==> src/rtl/code_keeper_pkg.sv <==
// Shared types and constants for the code-change dialogue: state encoding,
// display phase codes and the BCD digit check.
package lock_pkg;

  localparam int CODE_W = 16;
  localparam logic [3:0] DIGIT_MAX = 4'd9;

  typedef enum logic [2:0] {
    ST_IDLE,
    ST_AUTH,
    ST_NEW1,
    ST_NEW2,
    ST_LOCKED
  } state_e;

  localparam logic [1:0] PH_IDLE = 2'd0;
  localparam logic [1:0] PH_AUTH = 2'd1;
  localparam logic [1:0] PH_NEW1 = 2'd2;
  localparam logic [1:0] PH_NEW2 = 2'd3;

  function automatic logic is_bcd(input logic [CODE_W-1:0] v);
    logic ok;
    ok = 1'b1;
    for (int i = 0; i < CODE_W / 4; i++) begin
      if (v[4*i +: 4] > DIGIT_MAX) ok = 1'b0;
    end
    return ok;
  endfunction

  // LOCKED shows the idle prompt; the locked output distinguishes it.
  function automatic logic [1:0] phase_of(input state_e s);
    case (s)
      ST_AUTH: return PH_AUTH;
      ST_NEW1: return PH_NEW1;
      ST_NEW2: return PH_NEW2;
      default: return PH_IDLE;
    endcase
  endfunction

endpackage

==> src/rtl/code_keeper_timer.sv <==
// code_timer: saturating up-counter with synchronous clear and a terminal flag
// raised when the count equals the supplied limit.
module code_timer
  import lock_pkg::*;
#(
  parameter int W = 12
) (
  input  logic         clk,
  input  logic         rst,
  input  logic         clr_i,
  input  logic [W-1:0] lim_i,
  output logic         term_o
);

  logic [W-1:0] cnt_q, cnt_d;

  always_comb begin
    cnt_d = cnt_q;
    if (clr_i)                 cnt_d = '0;
    else if (cnt_q != {W{1'b1}}) cnt_d = cnt_q + 1'b1;
  end

  always_ff @(posedge clk or posedge rst) begin
    if (rst) cnt_q <= '0;
    else     cnt_q <= cnt_d;
  end

  assign term_o = (cnt_q == lim_i);

endmodule

==> src/rtl/code_keeper.sv <==
// code_keeper: owns the stored combination and runs the verify/new/confirm
// change dialogue. Define LOCKOUT_EN to enable the failed-attempt lockout.
module code_keeper
  import lock_pkg::*;
#(
  parameter logic [CODE_W-1:0] DEFAULT_CODE = 16'h1234,
  parameter int TIMEOUT_CYC = 2000,
  parameter int MAX_TRIES   = 3,
  parameter int LOCK_CYC    = 5000
) (
  input  logic              clk,
  input  logic              rst,
  input  logic [CODE_W-1:0] entry,
  input  logic              entry_vld,
  input  logic              chg_req,
  input  logic              cancel,
  output logic [CODE_W-1:0] code,
  output logic              busy,
  output logic [1:0]        phase,
  output logic              chg_ok,
  output logic              chg_err,
  output logic              locked
);

  localparam int TMAX = (TIMEOUT_CYC > LOCK_CYC) ? TIMEOUT_CYC : LOCK_CYC;
  localparam int TW   = $clog2(TMAX + 1);

  state_e            state_q, state_d;
  logic [CODE_W-1:0] code_q, code_d, tmp_q, tmp_d;
  logic              ok_q, ok_d, err_q, err_d;
  logic              busy_q, locked_q;
  logic [1:0]        phase_q;
  logic              in_dlg, tim_clr, tim_term;
  logic [TW-1:0]     tim_lim;

`ifdef LOCKOUT_EN
  localparam int TRW = $clog2(MAX_TRIES + 1);
  logic [TRW-1:0] tries_q, tries_d;
`endif

  assign in_dlg  = (state_q == ST_AUTH) || (state_q == ST_NEW1) || (state_q == ST_NEW2);
  // One counter serves both the dialogue timeout and the lockout hold.
  assign tim_lim = (state_q == ST_LOCKED) ? TW'(LOCK_CYC - 1) : TW'(TIMEOUT_CYC - 1);
  assign tim_clr = (state_d != state_q) || (entry_vld && in_dlg);

  code_timer #(.W(TW)) u_timer (
    .clk    (clk),
    .rst    (rst),
    .clr_i  (tim_clr),
    .lim_i  (tim_lim),
    .term_o (tim_term)
  );

  always_comb begin
    state_d = state_q;
    code_d  = code_q;
    tmp_d   = tmp_q;
    ok_d    = 1'b0;
    err_d   = 1'b0;
`ifdef LOCKOUT_EN
    tries_d = tries_q;
`endif
    case (state_q)
      ST_IDLE: if (chg_req) state_d = ST_AUTH;
      ST_AUTH, ST_NEW1, ST_NEW2: begin
        if (cancel) begin
          state_d = ST_IDLE;
        end else if (entry_vld) begin
          if (state_q == ST_AUTH) begin
            if (entry == code_q) begin
              state_d = ST_NEW1;
`ifdef LOCKOUT_EN
              tries_d = '0;
`endif
            end else begin
              err_d   = 1'b1;
              state_d = ST_IDLE;
`ifdef LOCKOUT_EN
              tries_d = tries_q + 1'b1;
              if (tries_q == TRW'(MAX_TRIES - 1)) state_d = ST_LOCKED;
`endif
            end
          end else if (state_q == ST_NEW1) begin
            if (is_bcd(entry)) begin
              tmp_d   = entry;
              state_d = ST_NEW2;
            end else begin
              err_d = 1'b1;
            end
          end else begin
            if (entry == tmp_q) begin
              code_d  = tmp_q;
              ok_d    = 1'b1;
              state_d = ST_IDLE;
            end else begin
              err_d   = 1'b1;
              state_d = ST_NEW1;
            end
          end
        end else if (tim_term) begin
          err_d   = 1'b1;
          state_d = ST_IDLE;
        end
      end
      ST_LOCKED: begin
        if (tim_term) begin
          state_d = ST_IDLE;
`ifdef LOCKOUT_EN
          tries_d = '0;
`endif
        end
      end
      default: state_d = ST_IDLE;
    endcase
  end

  always_ff @(posedge clk or posedge rst) begin
    if (rst) begin
      state_q  <= ST_IDLE;
      code_q   <= DEFAULT_CODE;
      tmp_q    <= '0;
      ok_q     <= 1'b0;
      err_q    <= 1'b0;
      busy_q   <= 1'b0;
      phase_q  <= PH_IDLE;
      locked_q <= 1'b0;
    end else begin
      state_q  <= state_d;
      code_q   <= code_d;
      tmp_q    <= tmp_d;
      ok_q     <= ok_d;
      err_q    <= err_d;
      busy_q   <= (state_d != ST_IDLE);
      phase_q  <= phase_of(state_d);
      locked_q <= (state_d == ST_LOCKED);
    end
  end

`ifdef LOCKOUT_EN
  always_ff @(posedge clk or posedge rst) begin
    if (rst) tries_q <= '0;
    else     tries_q <= tries_d;
  end
  assign locked = locked_q;
`else
  logic unused_locked;
  assign unused_locked = locked_q;
  assign locked = 1'b0;
`endif

  assign code    = code_q;
  assign busy    = busy_q;
  assign phase   = phase_q;
  assign chg_ok  = ok_q;
  assign chg_err = err_q;

endmodule

==> config.mk <==
export PLATFORM = sky130hd
export DESIGN_NAME = code_keeper
export DESIGN_NICKNAME = d
export VERILOG_FILES = /design/src/rtl/code_keeper_pkg.sv /design/src/rtl/code_keeper_timer.sv /design/src/rtl/code_keeper.sv
export SDC_FILE = /design/constraint.sdc
export NUM_CORES = 1
export LEC_CHECK = 0
export ABC_AREA = 0
export BUFFER_PORTS_ARGS = -buffer_cell sky130_fd_sc_hd__buf_2
export CAP_MARGIN = 20
export CORE_ASPECT_RATIO = 2
export CORE_MARGIN = 2
export CORE_UTILIZATION = 50
export DETAILED_ROUTE_END_ITERATION = 6
export PLACE_DENSITY_LB_ADDON = 0.05
export SLEW_MARGIN = 30
export SYNTH_ARGS = -nofsm -noshare
export SYNTH_HDL_FRONTEND = slang
export SYNTH_SLANG_ARGS = --single-unit
==> constraint.sdc <==
create_clock -name clk -period 4.6 [get_ports clk]
set_clock_uncertainty 0.05 [all_clocks]
set_input_delay 0.23 -clock clk [delete_from_list [all_inputs] [get_ports clk]]
set_output_delay 0.23 -clock clk [all_outputs]
set_load 0.02 [all_outputs]
== Word-level counts from Yosys, hierarchy flattened ==
Cells that the tools add are included.

* Add/sub/neg operators: 1
* Multipliers: 0
* Divide/modulo/power cells: 0
* $lt $le $gt $ge: 4
* Eq/ne operators: 12
* Shift operators: 0
* Multiplexer cells: 38
* Bitwise operators: 3
* Reduce and logical (&&, ||, !) cells: 10

{| class="wikitable"
|+ Operator list
! kind !! number
|-
| $mux 13 || 3
|-
| $eq 16x16->1 || 2
|-
| $mux 1 || 24
|-
| $mux 3 || 7
|-
| $gt 4x4->1 const B || 4
|-
| $add 13x1->13 const B || 1
|-
| $eq 13x13->1 || 1
|-
| $ne 13x13->1 const B || 1
|-
| $eq 3x2->1 const B || 4
|-
| $reduce_and 6->1 || 2
|-
| $pmux 3 s3 || 1
|-
| $eq 3x1->1 const B || 2
|-
| $pmux 2 s3 || 1
|-
| $mux 2 || 2
|-
| $eq 3x3->1 const B || 1
|-
| $logic_not 3->1 || 1
|-
| $logic_or 1x1->1 || 3
|-
| $ne 3x3->1 || 1
|-
| $not 1->1 || 3
|-
| $reduce_bool 3->1 || 1
|-
| $reduce_or 3->1 || 1
|-
| $reduce_bool 2->1 || 1
|-
| $logic_and 1x1->1 || 1
|}

* Bits in registers: 53
* Latch bits: 0
* Memory bits (writable): 0
* Bits in read-only memories: 0
* Input bits: 21
* Output and inout port bits: 22
* Word-level logic and storage cells: 76
* Memories: 0

== Logic depth before layout (Yosys ltp) ==
Gate-level depths: netlist (run 1).

* Depth in word-level cells: 19
* Gate-level depth with buffers: 7
* Gate-level depth less buffers: 6

== Modules after synthesis ==
Synthesis (run 1) repeated with hierarchy kept, for this count alone.

* Cells, all modules: 270
* Area, all modules: 3,034.2 µm²

{| class="wikitable"
|+ By module, submodules not included
! module !! times used !! cells an instance !! area each (µm²) !! sequential area each (µm²)
|-
| code_keeper || 1 || 167 || 2,053.2 || 1,007.2
|-
| code_timer || 1 || 103 || 980.9 || 325.3
|}

== Worst setup path after synthesis (run 1) ==
OpenSTA, ideal clock, no wires.

* Path type: register -> register
* From: register state_q[2]
* To: register tmp_q[0]
* Setup time: 0.125 ns
* Arrival: 2.063 ns
* Required time: 4.425 ns
* Path slack: 2.362 ns
* Stages on the path, launching flop included: 7
* Buffers on the path: 1
* Period minus slack after synthesis: 2.238 ns
* Cells stage by stage: dfrtp_1 -> nor2_1 -> and3_1 -> nand4_1 -> nor4b_2 -> buf_2 -> mux2_2

* Longest elaborated chain between the ends: 3
* Elaborated cells between the ends (all ways): 6
* Those cells by class: eq/ne (3); bitwise (1); reduce/logical (2)

{| class="wikitable"
|+ Ends and longest elaborated chain
! what !! line !! RTL
|-
| start, declared || code_keeper.sv:28 || <nowiki>state_e state_q, state_d;</nowiki>
|-
| start signal, assigned || code_keeper.sv:128 || <nowiki>state_q <= state_d;</nowiki>
|-
| $eq 3x1->1, or another cell as far along || code_keeper.sv:63, code_keeper.sv:69 ||
|-
| $reduce_or 3->1 or $not 1->1 (tied branches) || -- ||
|-
| $reduce_and 6->1 (no source line) (*) || -- ||
|-
| end signal, assigned || code_keeper.sv:130 || <nowiki>tmp_q <= tmp_d;</nowiki>
|-
| end, declared || code_keeper.sv:29 || <nowiki>logic [CODE_W-1:0] code_q, code_d, tmp_q, tmp_d;</nowiki>
|}

Mark *: on every way between the ends. The rest lies on a longest branch, timed or not.
A chain may end at the register's enable or synchronous reset.

== Worst setup path in the final report (run 1) ==
* From: register tmp_q[5]
* To: register code_q[14], in the netlist code[14]

* Longest elaborated chain between the ends: 2

{| class="wikitable"
|+ Ends and longest elaborated chain
! what !! line !! RTL
|-
| $eq 16x16->1 || code_keeper.sv:91 || <nowiki>if (entry == tmp_q) begin</nowiki>
|-
| $reduce_and 6->1 (no source line) || -- ||
|-
| end signal, assigned || code_keeper.sv:129 || <nowiki>code_q <= code_d;</nowiki>
|-
| end, declared || code_keeper.sv:29 ||
|}

No other way between the ends.

==> results_dict.tcl, run 1 <==
set metrics [dict create \
    status "completed" \
    dpl-instance-area_sq_um 3050 \
    tightest_slew_ps 997 \
    synth_most_common_cell "dfrtp_1" \
    clk_pin_slew_ps 90 \
    initialDrtViolationCount 80 \
    synth_area_leaders "dfrtp_1 43%, mux2_2 9.2%, xnor2_1 6.8%" \
    synthesis.yosys.warnings 0 \
    grt_pass1_vias 2008 \
    reg2reg_from "tmp_q[5]" \
    achievable-frequency_ghz 0.361 \
    hold_end "tmp_q[12]" \
    die_width_um 57.1 \
    antenna_cells 0 \
    nNetsFinal 304 \
    clockBufferDepth 2 \
    postCtsResizedCells 0 \
    boundaryPins 43 \
    p_leak_nw 1.51 \
    vias_per_cell 5.99 \
    cts.sinks 53 \
    avgRoutedWirePerCell_um 18.7 \
    critPathSlowestCell "or4_1" \
    rows 38 \
    cts_tree "built" \
    drtPass1Iterations 4 \
    antenna_found_initial 0 \
    r2r_slack_ps 1830 \
    vias 2054 \
    wl_met1_um 2300 \
    finalHoldViolCount 0 \
    r2r-end "code[14]" \
    drive_above_1_share 0.322 \
    cts_root_buf "clkbuf_8" \
    worstPathCellList "xor2_1 > nor4_1 > nand4_1 > or4_1 > mux2_4" \
    required_ps 4750 \
    coreArea_sq_um 5420 \
    min_period_over_period 0.602 \
    setup-tns-final_ps 0 \
    areaGrowthSynthToFinish_pct 12.0 \
    gr-usage-all-layers 0.215 \
    seq_area_frac_synth 0.473 \
    peakVddDrop_mv 0.285 \
    maxUsedRoutingLayer "met4" \
    fin_area_sq_um 3150 \
    grt_pass1_wl_um 10000 \
    period_needed_ps 2770 \
    synthCells 241 \
    ant_nets 0 \
    clock_latency_ps 310 \
    syn_avg_cell_area_sq_um 11.7 \
    path_max_fanout 16 \
    cts_hold_buf 1 \
    cts-htree-levels 2 \
    async_flop_share 1.00 \
    synth.top_cell.area_share 0.427 \
    wl_um 6410 \
    fp.dieH_um 110 \
    gp_congestion 0.811 \
    power_density_nw_per_um2 274 \
    cp-end-kind "register" \
    synth_edf_count 0 \
    relSlewSlack 0.334 \
    startpoint_type "register" \
    grt_max_degree 54 \
    crit_path_max_incr_delay_ps 970 \
    port_buffers 41 \
    startpoint "tmp_q[5]" \
    rsz0062_at_grt "false" \
    drc 0 \
    reg2reg_depth 5 \
    dieArea_sq_um 6280 \
    grt.overflow.total 0 \
    min_from "entry[12]" \
    hpwl_um 4830 \
    synth_area_leader_cell "dfrtp_1" \
    cts_buffers 5 \
    ys.flop_type "dfrtp_1" \
    ys_ff_latch 53 \
    start_util 0.519 \
    synth_cell_type_count 47 \
    critical_path_class "register to register" \
    synth_area_sq_um 2820 \
    min_path_cells 2 \
    synth.cells.most_frequent "48 x dfrtp_1, 23 x mux2_2, 22 x xnor2_1" \
    fill_cells 488 \
    dr_wl_met2_um 3700 \
    met3WireLength_um 184 \
    setup_viol 0 \
    syn-num-nets 263 \
    hp-class "primary input to register" \
    cp.arrival_ps 2920 \
    max-cap-violations 0 \
    post-cts-setup-buffers 0 \
    slew_viol_final 0 \
]
-- worst max-delay path by stage --
stage	to	slack [ps]	depth (start not counted)
after floorplan	tmp_q[0]	2360	6
after global placement	code[1]	1870	5
after detailed placement	code[14]	1810	5
after CTS	code[14]	1810	5
after global routing	code[14]	1680	5
final	code[14]	1830	5
-- placed cells by master (no fill, tap or decap), types with 3 or more instances in the layout --
cell,count
clkbuf_8,6
mux2_2,23
nor4_1,7
nor3_1,6
nand4_1,8
o21ai_0,8
nor2_1,7
or3_1,5
nand3_1,7
nand2_1,9
buf_2,41
xnor2_1,22
xor2_1,17
a211oi_1,13
mux2i_1,3
dfstp_2,5
dfrtp_1,48
mux2_4,10
-- layer usage --
metal | vias up | global-route usage
li1 | 970 | -
met1 | 1026 | 0.212
met2 | 44 | 0.414
met3 | 14 | 0.0373
met4 | 0 | 0.113
met5 | - | 0
-- power by group --
| part | internal, mW | switching [mW] |
|---|---|---|
| clock network | 0.123 | 0.151 |
| registers | 0.479 | 0.0143 |
| logic | 0.0355 | 0.0601 |
| total | 0.638 | 0.226 |
-- area by class of cell --
class,instances,area [sq um],share of cell area
clock buffer,8,90.1,0.0286
inverter,3,13.8,0.00437
tap,60,75.1,0.0238
sequential,53,1330,0.423
multi-input combinational,176,1420,0.450
timing repair buffer,43,223,0.0707
-- logic make-up after synthesis --
logic type	count (synthesis)	synth area share
xor+xnor	39	0.121
other cells	1	0.00133
mux	36	0.156
compound gates	36	0.0876
fa+ha+maj	1	0.00444
flops	53	0.473
buf+inv	12	0.0267
simple gates	63	0.129
-- metrics by stage --
| step | instances | total power, mW | utilization | worst slack, ps | hold WS (ps) |
|---|---|---|---|---|---|
| 3_3_place_gp | 334 | 0.597 | 0.561 | 1870 | 466 |
| 6_report | 343 | 0.863 | 0.581 | 1830 | 149 |
| 2_1_floorplan | 241 | 0.559 | - | 2360 | 332 |
| 3_5_place_dp | 334 | 0.598 | 0.563 | 1810 | 328 |
| 4_1_cts | 343 | 0.871 | 0.581 | 1810 | 147 |
| 5_1_grt | 343 | 0.896 | 0.581 | 1680 | 154 |
-- critical path: cells and delay by family (launching register included) --
family,cells,cell delay [ps]
and+or+nand+nor,3,1580
muxes,1,450
DFF,1,410
xor gates and xnor gates,1,160
-- registers in the layout, indices dropped and copies added (netlist names) --
register,count
busy,1
chg_err,1
chg_ok,1
code,16
phase,2
state_q,3
tmp_q,16
u_timer.cnt_q,13
(Power assumes the default switching activity.)
==> inputs of run 2 (changes only) <==
clock period = 2.3 ns   (was 4.6 ns; I/O delays follow)
==> results_dict.tcl, run 2 (synthesized netlist as in run 1, its figures left out) <==
set metrics [dict create \
    areaGrowthSynthToFinish_pct 22.6 \
    initialDrtViolationCount 46 \
    finalPower_mw 1.88 \
    rsz0062_at_grt "true" \
    nNetsFinal 337 \
    setup-tns-final_ps 0 \
    final_common_cell "dfrtp_1" \
    layout.cells.non_filler 376 \
    vias_per_cell 5.77 \
    gr-usage-all-layers 0.228 \
    dp_worst_setup_slack_ps -83.1 \
    avgRoutedWirePerCell_um 17.5 \
    reg2reg_from "tmp_q[5]" \
    period_needed_ps 2230 \
    worstPathCellList "xor2_1 > nor4_1 > nand4_1 > or4_4 > buf_6 > mux2_4" \
    cp.arrival_ps 2390 \
    crit_path_max_incr_delay_ps 520 \
    critPathSlowestCell "or4_4" \
    min_from "entry[12]" \
    antenna_cells 0 \
    dpl-instance-area_sq_um 3280 \
    fp.dieH_um 110 \
    required_ps 2460 \
    boundaryPins 43 \
    setup_viol 0 \
    placed_cells 365 \
    max-cap-violations 0 \
    die_width_um 57.1 \
    achievable-frequency_ghz 0.449 \
    clockBufferDepth 2 \
    drtPass1Iterations 4 \
    grt_pass1_wl_um 10700 \
    status "completed" \
    clk_pin_slew_ps 100 \
    final_cell_mix "48 x dfrtp_1, 41 x buf_2, 31 x buf_4" \
    cts-htree-levels 2 \
    startpoint_type "register" \
    coreArea_sq_um 5420 \
    port_buffers 41 \
    cts.sinks 53 \
    relSlewSlack 0.499 \
    clock_latency_ps 320 \
    cts_root_buf "clkbuf_8" \
    drc 0 \
    wl_um 6580 \
    p_leak_nw 1.70 \
    grt_max_degree 26 \
    critical_path_class "register to register" \
    dieArea_sq_um 6280 \
    r2r_slack_ps 70 \
    reg2reg_depth 6 \
    post-route-util 0.637 \
    vias 2168 \
    min_path_cells 2 \
    start_util 0.519 \
    path_max_fanout 10 \
    antenna_found_initial 0 \
    cts_buffers 5 \
    hold_end "tmp_q[12]" \
    rows 38 \
    setup_ws_ps 71.1 \
    fin_area_sq_um 3450 \
    hp-class "primary input to register" \
    hpwl_um 5090 \
    finalHoldViolCount 0 \
    grt_pass1_vias 2180 \
    drive_above_1_share 0.402 \
    power_density_nw_per_um2 545 \
    grt.overflow.total 0 \
    r2r-end "code[1]" \
    tightest_slew_ps 733 \
    min_period_over_period 0.969 \
    ant_nets 0 \
    peakVddDrop_mv 0.625 \
    cp-end-kind "register" \
    gp_congestion 0.845 \
    cts_tree "built" \
    holdWs_ps 25.2 \
    slew_viol_final 0 \
]
==> run 2: timing repair <==
item,CTS,global route
gates resized for setup,2,4
hold buffers,1,0
endpoints found under the hold margin,22,0
setup buffers,0,2
pin swaps,0,2
endpoints found under the setup margin,17,14
==> run 2: area by class of cell <==
cell class	instances	area [sq um]
timing repair buffer	76	490
multi-input combinational	176	1430
clock buffer	7	86.3
fill	487	1970
tap	60	75.1
clock inverter	1	30.0
inverter	3	11.3
sequential	53	1330
==> run 2: report_power, final <==
group	total, mW	switching, mW	internal (mW)	leakage [nW]
Clock	0.665	0.310	0.355	0.0585
Sequential	0.973	0.0148	0.958	0.713
Combinational	0.245	0.139	0.106	0.923
Total	1.88	0.464	1.42	1.70
==> run 2: worst max-delay path by stage <==
| stage | start | to | slack, ps | cells past startpoint |
|---|---|---|---|---|
| floorplan | state_q[2] | tmp_q[0] | 60 | 6 |
| global placement | u_timer.cnt_q[10] | u_timer.cnt_q[6] | -120 | 6 |
| detailed placement | u_timer.cnt_q[10] | u_timer.cnt_q[6] | -80 | 6 |
| CTS | tmp_q[15] | code[1] | 10 | 6 |
| global route | tmp_q[2] | code[1] | -9 | 6 |
| finish | tmp_q[5] | code[1] | 70 | 6 |
==> run 2: layer usage <==
layer,share of wire,routed length [um],GRT usage,vias to the layer above
met4,0.041,269,0.121,0
li1,-,-,-,1039
met2,0.56,3720,0.424,51
met5,0,0,0,-
met1,0.36,2380,0.237,1062
met3,0.033,220,0.0408,16
==> run 2: worst max-delay path: cells and delay by family (launching register included) <==
family | cells | cell delay (ps)
xor gates and xnor gates | 1 | 160
DFF | 1 | 410
muxes | 1 | 300
buffers and inverters | 1 | 180
and+or+nand+nor | 3 | 1020
